==> src/rtl/button_debounce.sv <==
// button_debounce
//
// Turns a raw, bouncing push-button pin into clean signals: a debounced
// level, one-cycle press/release pulses, and a long-press level plus pulse.
// The raw pin is brought into the clock domain with a 2-flop synchronizer.
// A change is accepted only after DEBOUNCE_CYCLES consecutive stable cycles.
//
// Parameters:
//   DEBOUNCE_CYCLES   - stable cycles needed to accept a change (>= 1)
//   LONG_CYCLES       - PRESSED cycles before long_press asserts (0 = off)
//   BUTTON_ACTIVE_LOW - 1 when the pin reads 0 while pressed
//
// Ports:
//   clk              in   system clock
//   reset            in   asynchronous, active-high reset
//   button_raw       in   raw pin, asynchronous to clk
//   button_level     out  debounced pressed state (1 = pressed)
//   press_pulse      out  one-cycle pulse on an accepted press
//   release_pulse    out  one-cycle pulse on an accepted release
//   long_press       out  high from long-press detection until release
//   long_press_pulse out  one-cycle pulse when long_press rises
module button_debounce #(
    parameter int DEBOUNCE_CYCLES   = 270000,
    parameter int LONG_CYCLES       = 27000000,
    parameter int BUTTON_ACTIVE_LOW = 0
) (
    input  logic clk,
    input  logic reset,
    input  logic button_raw,
    output logic button_level,
    output logic press_pulse,
    output logic release_pulse,
    output logic long_press,
    output logic long_press_pulse
);

    localparam int DW = (DEBOUNCE_CYCLES < 1) ? 1 : $clog2(DEBOUNCE_CYCLES + 1);
    localparam int HW = (LONG_CYCLES < 1) ? 1 : $clog2(LONG_CYCLES + 1);

    localparam logic [DW-1:0] DLAST   = DW'(DEBOUNCE_CYCLES - 1);
    localparam logic [DW-1:0] DMAX    = '1;
    // With LONG_CYCLES == 0 this value is meaningless; LONG_EN masks its use.
    localparam logic [HW-1:0] HLAST   = HW'(LONG_CYCLES - 1);
    localparam logic [HW-1:0] HMAX    = '1;
    localparam logic          POL     = (BUTTON_ACTIVE_LOW != 0);
    localparam logic          LONG_EN = (LONG_CYCLES != 0);

    typedef enum logic [1:0] {
        RELEASED,
        PRESS_CHK,
        PRESSED,
        RELEASE_CHK
    } state_t;

    state_t        state, state_next;
    logic [DW-1:0] dcnt, dcnt_next;
    logic [HW-1:0] hcnt, hcnt_next;
    logic          sync1, sync2;
    logic          act;
    logic          level_next, long_next;
    logic          press_next, release_next, long_pulse_next;

    // Synchronizer: polarity is normalised on the way in so everything
    // downstream treats 1 as pressed.
    always_ff @(posedge clk or posedge reset) begin
        if (reset) begin
            sync1 <= 1'b0;
            sync2 <= 1'b0;
        end else begin
            sync1 <= button_raw ^ POL;
            sync2 <= sync1;
        end
    end

    assign act = sync2;

    always_ff @(posedge clk or posedge reset) begin
        if (reset) begin
            state            <= RELEASED;
            dcnt             <= '0;
            hcnt             <= '0;
            button_level     <= 1'b0;
            long_press       <= 1'b0;
            press_pulse      <= 1'b0;
            release_pulse    <= 1'b0;
            long_press_pulse <= 1'b0;
        end else begin
            state            <= state_next;
            dcnt             <= dcnt_next;
            hcnt             <= hcnt_next;
            button_level     <= level_next;
            long_press       <= long_next;
            press_pulse      <= press_next;
            release_pulse    <= release_next;
            long_press_pulse <= long_pulse_next;
        end
    end

    always_comb begin
        state_next      = state;
        dcnt_next       = dcnt;
        hcnt_next       = hcnt;
        level_next      = button_level;
        long_next       = long_press;
        press_next      = 1'b0;
        release_next    = 1'b0;
        long_pulse_next = 1'b0;

        case (state)
            RELEASED: begin
                dcnt_next = '0;
                if (act) begin
                    state_next = PRESS_CHK;
                end
            end

            PRESS_CHK: begin
                if (!act) begin
                    state_next = RELEASED;
                    dcnt_next  = '0;
                end else if (dcnt == DLAST) begin
                    state_next = PRESSED;
                    level_next = 1'b1;
                    press_next = 1'b1;
                    hcnt_next  = '0;
                end else if (dcnt != DMAX) begin
                    dcnt_next = dcnt + 1'b1;
                end
            end

            PRESSED: begin
                dcnt_next = '0;
                if (!act) begin
                    state_next = RELEASE_CHK;
                end else if (LONG_EN && !long_press && hcnt == HLAST) begin
                    long_next       = 1'b1;
                    long_pulse_next = 1'b1;
                end else if (!long_press && hcnt != HMAX) begin
                    hcnt_next = hcnt + 1'b1;
                end
            end

            RELEASE_CHK: begin
                // Returning to PRESSED keeps hcnt, so a release bounce only
                // pauses the long-press timer instead of restarting it.
                if (act) begin
                    state_next = PRESSED;
                end else if (dcnt == DLAST) begin
                    state_next   = RELEASED;
                    level_next   = 1'b0;
                    long_next    = 1'b0;
                    release_next = 1'b1;
                end else if (dcnt != DMAX) begin
                    dcnt_next = dcnt + 1'b1;
                end
            end

            default: begin
                state_next = RELEASED;
            end
        endcase
    end

endmodule
==> config.mk <==
export PLATFORM = sky130hd
export DESIGN_NAME = button_debounce
export DESIGN_NICKNAME = d
export VERILOG_FILES = /design/src/rtl/button_debounce.sv
export SDC_FILE = /design/constraint.sdc
export NUM_CORES = 1
export LEC_CHECK = 0
export ABC_AREA = 1
export CORE_MARGIN = 2
export CORE_UTILIZATION = 50
export CTS_CLUSTER_DIAMETER = 200
export DETAILED_ROUTE_END_ITERATION = 10
export GPL_ROUTABILITY_DRIVEN = 0
export HOLD_SLACK_MARGIN = 0.06
export PLACE_DENSITY = 0.75
export SETUP_SLACK_MARGIN = 0.5
export SYNTH_ARGS = -nofsm -noshare
export SYNTH_HDL_FRONTEND = slang
export SYNTH_SLANG_ARGS = --single-unit
export TNS_END_PERCENT = 10
==> constraint.sdc <==
create_clock -name clk -period 3.9 [get_ports clk]
set_input_delay 0.585 -clock clk [delete_from_list [all_inputs] [get_ports clk]]
set_output_delay 0.585 -clock clk [all_outputs]
set_load 0.1 [all_outputs]
== Word level (Yosys, flattened, before mapping) ==
Cells that the tools add are included.

* Add/sub/neg operators: 2
* Multipliers: 0
* Div/mod/pow operators: 0
* Order comparisons: 0
* Equality and inequality tests: 19
* Shifts and indexed selects: 0
* Mux-type cells: 34
* Bitwise gates (word level): 0
* Reduce and logical (&&, ||, !) cells: 12

{| class="wikitable"
|+ Operators by type and width
! cell !! number
|-
| $mux W25 || 5
|-
| $mux W19 || 4
|-
| $pmux W19 S3 || 1
|-
| $pmux W25 S2 || 1
|-
| $add A25 B1 Y25 const B || 1
|-
| $eq A25 B25 Y1 const B || 1
|-
| $ne A25 B25 Y1 const B || 1
|-
| $ne A2 B2 Y1 const B || 10
|-
| $add A19 B1 Y19 const B || 1
|-
| $eq A19 B19 Y1 const B || 1
|-
| $ne A19 B19 Y1 const B || 1
|-
| $mux W1 || 14
|-
| $mux W2 || 6
|-
| $reduce_and A5 Y1 || 2
|-
| $pmux W2 S4 || 1
|-
| $ne A3 B3 Y1 const B || 2
|-
| $reduce_and A6 Y1 || 1
|-
| $reduce_bool A2 Y1 || 3
|-
| $eq A2 B2 Y1 const B || 2
|-
| $pmux W1 S2 || 2
|-
| $reduce_and A4 Y1 || 1
|-
| $eq A2 B1 Y1 const B || 1
|-
| $logic_and A1 B1 Y1 || 2
|-
| $logic_not A2 Y1 || 1
|-
| 2 further kinds || 2
|}

* Bits in registers: 53
* Latch bits: 0
* RAM bits: 0
* Memory bits (read-only): 0
* Input bits: 3
* Word-level logic and storage cells: 77
* Memories kept: 0

== Logic depth before layout (Yosys ltp) ==
* Depth in word-level cells: 6
* Gate-level depth with buffers: 13
* Gate-level depth less buffers: 12

== Worst setup path before layout ==
No wires, ideal clock.

* Path type: reg-to-reg
* From: reg hcnt[0]
* To: reg hcnt[10]
* Arrival time: 1,666 ps
* Slack: 2,117 ps
* Stages on the path, launching flop included: 14
* Clock period less this slack: 1,783 ps
* Path through: dfrtp_1 > ha_1 > nand2_1 > nor2_4 > nand2_2 > clkinv_2 > nand2_2 > nor2_2 > nand3_1 > nand2_4 > nand2_4 > buf_6 > nand2_1 > nand2_1

* Word-level cells in the longest chain between the ends: 5
* Elaborated cells on any way between the ends: 12

{| class="wikitable"
|+ Ends and longest elaborated chain
! what !! RTL line !! RTL
|-
| start, declared || 57 || <nowiki>logic [HW-1:0] hcnt, hcnt_next;</nowiki>
|-
| start signal, assigned || 90 || <nowiki>hcnt <= hcnt_next;</nowiki>
|-
| $add A25 B1 Y25 || 139 || <nowiki>hcnt_next = hcnt + 1'b1;</nowiki>
|-
| $mux W25 || 138 || <nowiki>end else if (!long_press && hcnt != HMAX) begin</nowiki>
|-
| $mux W25 || 135 || <nowiki>end else if (LONG_EN && !long_press && hcnt == HLAST) begin</nowiki>
|-
| $mux W25 || 133 || <nowiki>if (!act) begin</nowiki>
|-
| $pmux W25 S2 || 109 || <nowiki>case (state)</nowiki>
|}

Several ways; a longest one is shown, not always the timed one. The select of a mux whose other input is x is not followed.
A chain may end at the register's enable or synchronous reset.

== Worst setup path after layout ==
* From: reg long_press
* To: out long_press

{| class="wikitable"
|+ RTL lines
! what !! RTL line !! RTL
|-
| start, declared || 33 || <nowiki>output logic long_press,</nowiki>
|-
| start signal, assigned || 92 || <nowiki>long_press <= long_next;</nowiki>
|}

No word-level cell between the ends.

==> results.sh <==
export IMPL_status="finished clean"
export IMPL_start_util_pct=52.2
export IMPL_setup_viol=0
export IMPL_synth_largest_area_cell="dfrtp_1"
export IMPL_cp_num_cells=1
export IMPL_cts_num_sinks=53
export IMPL_vias_per_cell=5.24
export IMPL_diodes=0
export IMPL_crit_slowest_cell="clkdlybuf4s50_1"
export IMPL_maxSlewHeadroom_pct=33.9
export IMPL_cts_tree="yes"
export IMPL_ff2ff_setup_slack_ns=1.56
export IMPL_cts_setup_buffers=0
export IMPL_total_leakage_power_nw=1.79
export IMPL_io_pins=8
export IMPL_end_kind="output pin"
export IMPL_dp_hpwl_um=5940
export IMPL_syn_area_um2=3590
export IMPL_synthSimpleGateAreaFrac_pct=45.4
export IMPL_crit_arrival_ns=1.89
export IMPL_syn_area_per_cell_um2=6.41
export IMPL_antenna_found_initial=0
export IMPL_synthXorXnorAreaFrac_pct=4.39
export IMPL_clock_root_buffer="clkbuf_8"
export IMPL_max_cap_violations=0
export IMPL_worst_pin_slew_ns=0.988
export IMPL_grt_setup_unrepaired="false"
export IMPL_ant_nets=0
export IMPL_pre_cts_slack_ns=1.58
export IMPL_htreeDepth=2
export IMPL_worstRegToRegCells=9
export IMPL_ys_seq_elements=53
export IMPL_routed_wl_um=8420
export IMPL_cp_num_buf_inv=1
export IMPL_clock_skew_ns=0.0123
export IMPL_synthCells=560
export IMPL_cts_buffer_depth=2
export IMPL_drt_iter0_markers=193
export IMPL_finalSetupTns_ns=0
export IMPL_cts_repair_resized=0
export IMPL_overflow=0
export IMPL_path_class="flop to output pin"
export IMPL_nets=565
export IMPL_synthAdderAreaFrac_pct=0.697
export IMPL_synth_fp_nets=565
export IMPL_fill_cells=702
export IMPL_synthMostInstantiatedCell="nand2_1"
export IMPL_critical_path_top_delay_family="buffers and inverters"
export IMPL_drv_slew=0
export IMPL_grt_pass1_vias=3261
export IMPL_dr_total_vias=3443
export IMPL_ctsHoldBuffers=0
export IMPL_die_x_um=88.7
export IMPL_synth_common_cells="nand2_1 (196), nor2_1 (93), nand3_1 (61)"
export IMPL_dr_pass1_iters=5
export IMPL_endpoint="long_press"
export IMPL_slowest_delay_ns=1.16
export IMPL_wire_per_inst_um=12.8
export IMPL_reg2reg_to="hcnt[24]"
export IMPL_grt_use_total_pct=23.5
export IMPL_synthMuxAreaShare_pct=0
export IMPL_ir_worst_vdd_v=0.000201
export IMPL_power_mw=1.33
export IMPL_grt_first_pass_wirelength_um=14600
export IMPL_crit_start="long_press"
export IMPL_drc=0
export IMPL_synthTopCellsByArea="dfrtp_1 (37%), nand2_1 (21%), nor2_1 (9.7%)"
export IMPL_die_h_um=88.7
export IMPL_path_cells="clkdlybuf4s50_1"
export IMPL_synth_compound_area_share_pct=3.91
export IMPL_cp_start_kind="flop"
export IMPL_finalHoldViolations=0
export IMPL_synth_async_reset_ratio_pct=100
export IMPL_fmax_mhz=403
export IMPL_synth_cell_type_count=27
export IMPL_worst_skew_pair_late_latency_ns=0.33
export IMPL_core_area_um2=6870
export IMPL_synth_top_family_by_area="simple AND/OR/NAND/NOR gates"
export IMPL_cts_buffers=5
export IMPL_hp_start="sync1"
export IMPL_powerDensity_nw_per_um2=350
export IMPL_synth_top_area_share_pct=37.0
export IMPL_period_minus_slack_ns=2.48
export IMPL_synthToLayoutAreaGrowth_pct=5.75
export IMPL_port_buffer_count=7
export IMPL_ys_seq_area_share_pct=37.0
export IMPL_r2r_start="dcnt[0]"
export IMPL_setup_ws_ns=1.42
export IMPL_clk_pin_slew_worst_paths_ns=0.11
export IMPL_synth_edf_count=0
export IMPL_grt_max_degree=35
export IMPL_yosysWarnings=0
export IMPL_cp_max_fo=4
export IMPL_min_period_over_period_pct=63.6
export IMPL_fp_row_count=30
export IMPL_crit_required_ns=3.31
export IMPL_die_area_um2=7870
export IMPL_holdCritPathClass="flop to flop"
export IMPL_drive_above_1_share_pct=4.28
export IMPL_ys_flop_type="dfrtp_1"
## power by group
| part | total (mW) | internal, mW | switching [mW] |
|---|---|---|---|
| Combinational | 0.345 | 0.0783 | 0.267 |
| Clock | 0.342 | 0.132 | 0.211 |
| Sequential | 0.640 | 0.582 | 0.0577 |
## worst min-delay path by stage
stage,slack [ns],to,cells after the start
floorplan,0.33,act,0
global placement,0.34,act,0
detailed placement,0.34,act,0
CTS,0.36,act,0
global route,0.38,act,0
finish,0.36,act,0
## worst register-to-register path: stages, from the launching register on
cell and delay, ns:
dfrtp_1 0.46, ha_1 0.23, nand2_1 0.09, nor2_2 0.20, nand2_1 0.09, nor2_1 0.20, nand2_2 0.40, nand2_4 0.42
nand2_1 0.11, nand2_1 0.07
## cell usage in the layout, fill, tap and decap left out, types with 3 or more instances in the layout
cell type / instances
xor2_1: 11
dfrtp_1: 53
nor3_1: 11
inv_2: 3
nand2_1: 196
nand4_1: 13
nand2_2: 3
a21oi_1: 5
clkbuf_8: 5
o211ai_1: 6
clkdlybuf4s50_1: 7
inv_1: 56
o21ai_0: 13
nand3_1: 61
nor2_2: 4
nor2_1: 93
xnor2_1: 7
## metal layers
| metal | up-vias | wire length (um) | track usage [%] |
|---|---|---|---|
| met2 | 85 | 4150 | 41.0 |
| met3 | 25 | 350 | 2.99 |
| met4 | 0 | 289 | 11.2 |
| met1 | 1582 | 3630 | 28.5 |
| li1 | 1751 | - | - |
| met5 | - | 0 | 0 |
## registers in the layout, indices dropped and copies added, names as in the netlist, named ones only
| name | count |
|---|---|
| long_press | 1 |
| hcnt | 25 |
| state | 1 |
| act | 1 |
| long_press_pulse | 1 |
| release_pulse | 1 |
| sync1 | 1 |
| press_pulse | 1 |
| dcnt | 19 |
| button_level | 1 |
## final cells by class
cell class	count	area, um2	area share (%)
clock buffers	5	68.8	1.81
multi-input cells	432	1950	51.4
repair buffers	8	77.6	2.04
clock inverters	3	25.0	0.659
flip-flops and latches	53	1330	34.9
well taps	96	120	3.17
inverters	60	226	5.97
## per-stage QoR
stage / std cells / util, % / area [um2] / hold WS, ns
3_5_place_dp: 649 / 53.9 / 3700 / 0.336
4_1_cts: 657 / 55.2 / 3790 / 0.362
5_1_grt: 657 / 55.2 / 3790 / 0.377
6_report: 657 / 55.2 / 3790 / 0.359
2_1_floorplan: 560 / - / 3590 / 0.331
3_3_place_gp: 649 / 53.9 / 3700 / 0.339
## cells by family (layout without fill, tap and decap cells)
| kind of cell | count (synthesis) | after routing |
|---|---|---|
| adders and majority gates | 2 | 2 |
| and+or+nand+nor | 387 | 387 |
| DFF | 53 | 53 |
| AOI/OAI and AO/OA | 25 | 25 |
| xor gates and xnor gates | 18 | 18 |
| buffers and inverters | 75 | 76 |
No activity file was read; power rests on OpenSTA's default activity.
